**src/rtl/wb_pkg.sv**
```systemverilog
// Shared types and defaults for the register-file writeback path.
// Optional macro WB_BYPASS_EN is consumed by writeback_unit, not here.
package wb_pkg;
   localparam int REG_IDX_W = 5;
   localparam int DEF_XLEN  = 32;
   localparam int DEF_DEPTH = 4;
   localparam int PTR_W     = (DEF_DEPTH > 1) ? $clog2(DEF_DEPTH) : 1;

   typedef struct packed {
      logic [REG_IDX_W-1:0] rd;
      logic [DEF_XLEN-1:0]  data;
   } wb_entry_t;
endpackage

```
**src/rtl/wb_fifo.sv**
```systemverilog
// Synchronous DEPTH-entry FIFO holding returning load results.
// Occupancy comes from a count register; pointers wrap naturally.
module wb_fifo import wb_pkg::*; #(
   parameter int  DEPTH = DEF_DEPTH,
   parameter type T     = wb_entry_t
) (
   input  logic clk,
   input  logic rst_n,
   input  logic push,
   input  logic pop,
   input  T     din,
   output logic full,
   output logic empty,
   output T     head
);
   localparam int PW = (DEPTH > 1) ? $clog2(DEPTH) : 1;

   T              mem [DEPTH];
   logic [PW-1:0] wr_ptr, rd_ptr;
   logic [PW:0]   count;
   logic          do_push, do_pop;

   assign full    = (count == (PW+1)'(DEPTH));
   assign empty   = (count == '0);
   assign do_push = push && !full;
   assign do_pop  = pop && !empty;
   assign head    = mem[rd_ptr];

   always_ff @(posedge clk) begin
      if (do_push) mem[wr_ptr] <= din;
   end

   always_ff @(posedge clk) begin
      if (!rst_n) begin
         wr_ptr <= '0;
         rd_ptr <= '0;
         count  <= '0;
      end else begin
         if (do_push) wr_ptr <= wr_ptr + 1'b1;
         if (do_pop)  rd_ptr <= rd_ptr + 1'b1;
         case ({do_push, do_pop})
            2'b10:   count <= count + 1'b1;
            2'b01:   count <= count - 1'b1;
            default: ;
         endcase
      end
   end
endmodule

```
**src/rtl/writeback_unit.sv**
```systemverilog
// Merges ALU and load results onto the single register-file write port and
// tracks pending load destinations. Define WB_BYPASS_EN for forwarding outputs.
module writeback_unit import wb_pkg::*; #(
   parameter int XLEN  = DEF_XLEN,
   parameter int DEPTH = DEF_DEPTH
) (
   input  logic                 clk,
   input  logic                 rst_n,
   input  logic                 alu_we,
   input  logic [REG_IDX_W-1:0] alu_rd,
   input  logic [XLEN-1:0]      alu_data,
   input  logic                 ld_issue,
   input  logic [REG_IDX_W-1:0] ld_issue_rd,
   output logic                 ld_issue_ok,
   input  logic                 ld_valid,
   output logic                 ld_ready,
   input  logic [REG_IDX_W-1:0] ld_rd,
   input  logic [XLEN-1:0]      ld_data,
   input  logic [REG_IDX_W-1:0] rs1,
   input  logic [REG_IDX_W-1:0] rs2,
   output logic                 hazard_rs1,
   output logic                 hazard_rs2,
   output logic                 wb_we,
   output logic [REG_IDX_W-1:0] wb_rd,
   output logic [XLEN-1:0]      wb_data
`ifdef WB_BYPASS_EN
   ,
   output logic                 fwd_rs1_hit,
   output logic                 fwd_rs2_hit,
   output logic [XLEN-1:0]      fwd_rs1_data,
   output logic [XLEN-1:0]      fwd_rs2_data
`endif
);
   localparam int NREG = 1 << REG_IDX_W;

   typedef struct packed {
      logic [REG_IDX_W-1:0] rd;
      logic [XLEN-1:0]      data;
   } entry_t;

   entry_t          push_e, head;
   logic            full, empty, pop, alu_win;
   logic [NREG-1:0] pend, pend_set, pend_clr;

   assign push_e  = '{rd: ld_rd, data: ld_data};
   assign alu_win = alu_we && (alu_rd != '0);
   // ALU owns the port when it has a real write; the FIFO drains otherwise.
   assign pop     = !alu_win && !empty;

   wb_fifo #(.DEPTH(DEPTH), .T(entry_t)) u_fifo (
      .clk   (clk),
      .rst_n (rst_n),
      .push  (ld_valid),
      .pop   (pop),
      .din   (push_e),
      .full  (full),
      .empty (empty),
      .head  (head)
   );

   assign ld_ready    = !full;
   assign ld_issue_ok = !pend[ld_issue_rd];
   assign hazard_rs1  = pend[rs1] && (rs1 != '0);
   assign hazard_rs2  = pend[rs2] && (rs2 != '0);

   always_comb begin
      pend_set = '0;
      pend_clr = '0;
      if (ld_issue && ld_issue_ok && (ld_issue_rd != '0)) pend_set[ld_issue_rd] = 1'b1;
      if (pop && (head.rd != '0)) pend_clr[head.rd] = 1'b1;
   end

   // Set is ORed in after the clear so a same-cycle set wins.
   always_ff @(posedge clk) begin
      if (!rst_n) pend <= '0;
      else        pend <= (pend & ~pend_clr) | pend_set;
   end

   always_ff @(posedge clk) begin
      if (!rst_n) begin
         wb_we   <= 1'b0;
         wb_rd   <= '0;
         wb_data <= '0;
      end else if (alu_win) begin
         wb_we   <= 1'b1;
         wb_rd   <= alu_rd;
         wb_data <= alu_data;
      end else if (pop) begin
         wb_we   <= (head.rd != '0);
         wb_rd   <= head.rd;
         wb_data <= head.data;
      end else begin
         wb_we   <= 1'b0;
      end
   end

`ifdef WB_BYPASS_EN
   assign fwd_rs1_hit  = wb_we && (wb_rd == rs1) && (rs1 != '0);
   assign fwd_rs2_hit  = wb_we && (wb_rd == rs2) && (rs2 != '0);
   assign fwd_rs1_data = wb_data;
   assign fwd_rs2_data = wb_data;
`endif
endmodule

```
**config.mk**
```make
export PLATFORM = sky130hd
export DESIGN_NAME = writeback_unit
export DESIGN_NICKNAME = d
export VERILOG_FILES = /design/src/rtl/wb_pkg.sv /design/src/rtl/wb_fifo.sv /design/src/rtl/writeback_unit.sv
export SDC_FILE = /design/constraint.sdc
export NUM_CORES = 1
export LEC_CHECK = 0
export BUFFER_PORTS_ARGS = -buffer_cell sky130_fd_sc_hd__buf_2
export CORE_AREA = 2 2 143 145
export CTS_BUF_LIST = sky130_fd_sc_hd__clkbuf_4 sky130_fd_sc_hd__clkbuf_8
export CTS_CLUSTER_SIZE = 30
export DETAILED_ROUTE_END_ITERATION = 8
export DIE_AREA = 0 0 145 147
export HOLD_SLACK_MARGIN = 0.15
export PLACE_DENSITY = 0.78
export SLEW_MARGIN = 20
export SYNTH_ARGS = -nofsm -noshare
export SYNTH_HDL_FRONTEND = slang
export SYNTH_SLANG_ARGS = --single-unit
```
**constraint.sdc**
```tcl
create_clock -name clk -period 7.4 [get_ports clk]
set_input_delay 1.48 -clock clk [delete_from_list [all_inputs] [get_ports clk]]
set_output_delay 1.48 -clock clk [all_outputs]
set_load 0.1 [all_outputs]
```
==> impl_metrics.xml <==
<?xml version="1.0" encoding="UTF-8"?>
<metrics>
  <group name="drt">
    <metric name="drc" unit="">0</metric>
    <metric name="firstDrtPassIters" unit="">6</metric>
    <metric name="detail_route.vias_per_cell" unit="">5.92</metric>
    <metric name="wire_per_inst" unit="um">21.3</metric>
    <metric name="route.vias.total" unit="">6193</metric>
    <metric name="detail-route-antenna-nets" unit="">0</metric>
    <metric name="route.final.wire_length" unit="um">22200</metric>
    <metric name="first_iter_violations" unit="">393</metric>
  </group>
  <group name="timing">
    <metric name="hold_slack" unit="ns">0.493</metric>
    <metric name="layout_setup_ws" unit="ns">2.17</metric>
    <metric name="clock_skew" unit="ns">0.0222</metric>
    <metric name="hold_viol_final" unit="">0</metric>
    <metric name="min_period_over_period" unit="">0.707</metric>
    <metric name="period_minus_slack" unit="ns">5.23</metric>
    <metric name="tns" unit="ns">0</metric>
    <metric name="timing.slew.headroom" unit="">0.308</metric>
    <metric name="setup_repair_after_global_routing_missed_its_margin" unit="">false</metric>
    <metric name="worstMarginPinSlew" unit="ns">1.04</metric>
    <metric name="setup_viol" unit="">0</metric>
    <metric name="timing.fmax" unit="MHz">191</metric>
    <metric name="timing_max_transition_violations_final" unit="">0</metric>
  </group>
  <group name="logic_synthesis">
    <metric name="synth.area.top_cells" unit="">edfxtp_1 46%, dfxtp_1 16%, mux4_2 14%</metric>
    <metric name="syn_area" unit="sq um">9730</metric>
    <metric name="syn-instance-count" unit="">610</metric>
    <metric name="synth_cell_type_count" unit="">44</metric>
    <metric name="predominant_post_synthesis_flop_cell" unit="">edfxtp_1</metric>
    <metric name="synth-async-reset-ratio" unit="">0</metric>
    <metric name="syn_area_per_cell" unit="sq um">15.9</metric>
    <metric name="ys.warnings.count" unit="">0</metric>
    <metric name="ys_ff_latch" unit="">227</metric>
    <metric name="yosysTopAreaCell" unit="">edfxtp_1</metric>
    <metric name="post-synth-top-count-cell" unit="">edfxtp_1</metric>
    <metric name="synth_fp_nets" unit="">710</metric>
    <metric name="synth.yosys.seq_area_share" unit="">0.620</metric>
    <metric name="yosysTopAreaCellShare" unit="">0.457</metric>
    <metric name="commonest_cells_in_the_netlist" unit="">148 x edfxtp_1, 79 x dfxtp_1, 62 x mux4_2, 41 x nand2_1, 40 x mux2i_1</metric>
    <metric name="synth-edff-count" unit="">148</metric>
  </group>
  <group name="placement">
    <metric name="port_buffers" unit="">135</metric>
    <metric name="routabilityCongestion" unit="">0.917</metric>
    <metric name="detailedPlacementHpwl" unit="um">14700</metric>
    <metric name="place_ws" unit="ns">2.21</metric>
    <metric name="place_inst" unit="">977</metric>
  </group>
  <group name="worst_setup_path">
    <metric name="slowest_stage_cell_crit_path" unit="">mux4_2</metric>
    <metric name="worst-path-max-fanout" unit="">12</metric>
    <metric name="endpoint_kind" unit="">output port</metric>
    <metric name="critical_path.n_buffers_inverters" unit="">2</metric>
    <metric name="cp_data_arrival_time" unit="ns">3.75</metric>
    <metric name="worst_path_largest_cell_delay" unit="ns">0.55</metric>
    <metric name="worst_setup_path_start_kind" unit="">primary input</metric>
    <metric name="cells_along_the_critical_path" unit="">buf_2 &gt; mux4_2 &gt; a32oi_1 &gt; o21ai_1 &gt; nor3_1 &gt; buf_2</metric>
    <metric name="cell_mode_on_critical_path" unit="">buf_2</metric>
    <metric name="cp_data_required_time" unit="ns">5.92</metric>
    <metric name="path_delay_family" unit="">buffers and inverters</metric>
    <metric name="timing.setup.critical_path_class" unit="">primary input to output port</metric>
    <metric name="critPathLaunch" unit="">ld_issue_rd[0]</metric>
  </group>
  <group name="clocking">
    <metric name="clock_sinks" unit="">227</metric>
    <metric name="worstSkewPairLatency" unit="ns">0.53</metric>
    <metric name="total_of_cells_resized_after_clock_tree_synthesis" unit="">0</metric>
    <metric name="clock_tree_from_tritoncts" unit="">built</metric>
    <metric name="postCtsSetupBuffers" unit="">0</metric>
    <metric name="clock_tree.htree_level_count" unit="">2</metric>
    <metric name="cts_hold_buffers_added" unit="">0</metric>
    <metric name="cts.path.max_buffers" unit="">3</metric>
    <metric name="ctsRootBufferMaster" unit="">clkbuf_8</metric>
    <metric name="cts_buffers" unit="">37</metric>
    <metric name="path_clk_slew" unit="ns">0.05</metric>
  </group>
  <group name="cells_and_area">
    <metric name="layout.area.seq" unit="sq um">6030</metric>
    <metric name="finalNetCount" unit="">846</metric>
    <metric name="drive_above_1_share" unit="">0.359</metric>
    <metric name="multi_input_comb_area" unit="sq um">3500</metric>
    <metric name="number_of_non_filler_instances_in_the_completed_layout" unit="">1046</metric>
    <metric name="postLayoutCoreUtil" unit="">0.571</metric>
    <metric name="area_delta_synth_final" unit="%">16.5</metric>
    <metric name="fillers" unit="">1539</metric>
  </group>
  <group name="hold_path">
    <metric name="hold_path_startpoint" unit="">pend[0]$_SDFF_PN0_</metric>
    <metric name="hold_path_class" unit="">flop to flop</metric>
  </group>
  <group name="pwr">
    <metric name="power.net_switching" unit="mW">1.29</metric>
    <metric name="seq_power_share" unit="">0.416</metric>
    <metric name="p_sw_frac" unit="">0.345</metric>
    <metric name="internal_power" unit="mW">2.44</metric>
    <metric name="power-per-cell-area" unit="nW/um^2">329</metric>
    <metric name="peakVddDrop" unit="mV">0.219</metric>
    <metric name="clkPwrFrac" unit="">0.279</metric>
    <metric name="p_leak" unit="nW">4.30</metric>
    <metric name="power_frac_comb" unit="">0.305</metric>
  </group>
  <group name="run">
    <metric name="max-cap-violations" unit="">0</metric>
  </group>
  <group name="floorplan">
    <metric name="start_util" unit="">0.490</metric>
    <metric name="design.die.area" unit="sq um">21300</metric>
    <metric name="boundaryPins" unit="">136</metric>
    <metric name="die-width" unit="um">145</metric>
    <metric name="die_y" unit="um">147</metric>
    <metric name="core_region_area" unit="sq um">19800</metric>
    <metric name="core.rowCount" unit="">52</metric>
  </group>
  <group name="grt">
    <metric name="first_global_vias" unit="">6420</metric>
    <metric name="maximum_number_of_pins_on_one_net_before_global_route_repair" unit="">85</metric>
    <metric name="antenna_found_initial" unit="">2</metric>
    <metric name="grt.total_usage" unit="">0.209</metric>
    <metric name="grt.overflow.total" unit="">0</metric>
    <metric name="global_route_wire_length_before_repair" unit="um">34900</metric>
  </group>
  <group name="outcome">
    <metric name="outcome" unit="">complete, no violations</metric>
  </group>
</metrics>
==> area by class of cell <==
class,instances,area share
clock buffers,54,0.0578
inverters,10,0.00331
flip-flops and latches,227,0.532
clock inverters,13,0.00585
well taps,270,0.0298
repair buffers,139,0.0623
multi-input cells,331,0.309
diodes,2,0.000442
==> flip-flops by register name, summed over array words and instances (netlist names), named ones only <==
register       cells
u_fifo.mem       148
u_fifo.count       3
wb_data           32
pend              32
u_fifo.wr_ptr      2
wb_we              1
u_fifo.rd_ptr      2
wb_rd              5
==> metal layers <==
layer | global-route usage | share of wire | vias up
met3 | 0.0575 | 0.084 | 35
met2 | 0.347 | 0.49 | 284
met5 | 0 | 0.00058 | -
li1 | - | - | 2783
met1 | 0.270 | 0.41 | 3089
met4 | 0.0644 | 0.020 | 2
==> through the flow <==
step / area (sq um) / total power [mW]
4_1_cts: 11300 / 3.77
3_5_place_dp: 10600 / 2.73
5_1_grt: 11300 / 3.90
3_3_place_gp: 10600 / 2.69
2_1_floorplan: 9730 / 2.49
6_report: 11300 / 3.73
==> placed cells by master (no fill, tap or decap), types with 4 or more instances in the layout <==
cell type  instances
edfxtp_1         148
buf_2            135
dfxtp_1           77
mux4_2            62
nand2_1           41
mux2i_1           40
clkbuf_8          40
o211a_1           35
o31ai_1           23
o311ai_0          18
clkbuf_4          14
o21ai_0           13
o311ai_1          13
inv_1             10
nand3_1           10
and2_1             8
nor2b_1            8
nand4_1            6
mux2_2             5
ha_1               5
clkinv_2           5
clkinv_1           5
and3_2             4
a21oi_1            4
nand3b_1           4
xnor2_1            4
buf_4              4
==> power groups by stage <==
stage / clock network, mW / registers (mW) / logic [mW]
6_report: 1.04 / 1.55 / 1.14
5_1_grt: 1.12 / 1.56 / 1.21
4_1_cts: 1.07 / 1.55 / 1.15
3_5_place_dp: 0 / 1.58 / 1.15
3_3_place_gp: 0 / 1.57 / 1.12
2_1_floorplan: 0 / 1.86 / 0.633
==> logic make-up after synthesis <==
kind of cell / count (synthesis) / share of synthesized area
mux: 109 / 0.196
buf+inv: 52 / 0.0226
flops: 227 / 0.620
fa+ha+maj: 6 / 0.00849
simple gates: 95 / 0.0511
compound gates: 116 / 0.0978
xor+xnor: 5 / 0.00450
==> final timing paths <==
kind | to | slack, ns | cells after the start
max | ld_issue_ok | 2.17 | 6
min | pend[0]$_SDFF_PN0_ | 0.49 | 1
max reg2reg | pend[3]$_SDFF_PN0_ | 4.05 | 5
min reg2reg | pend[0]$_SDFF_PN0_ | 0.49 | 1
No activity file was read; power rests on OpenSTA's default activity.
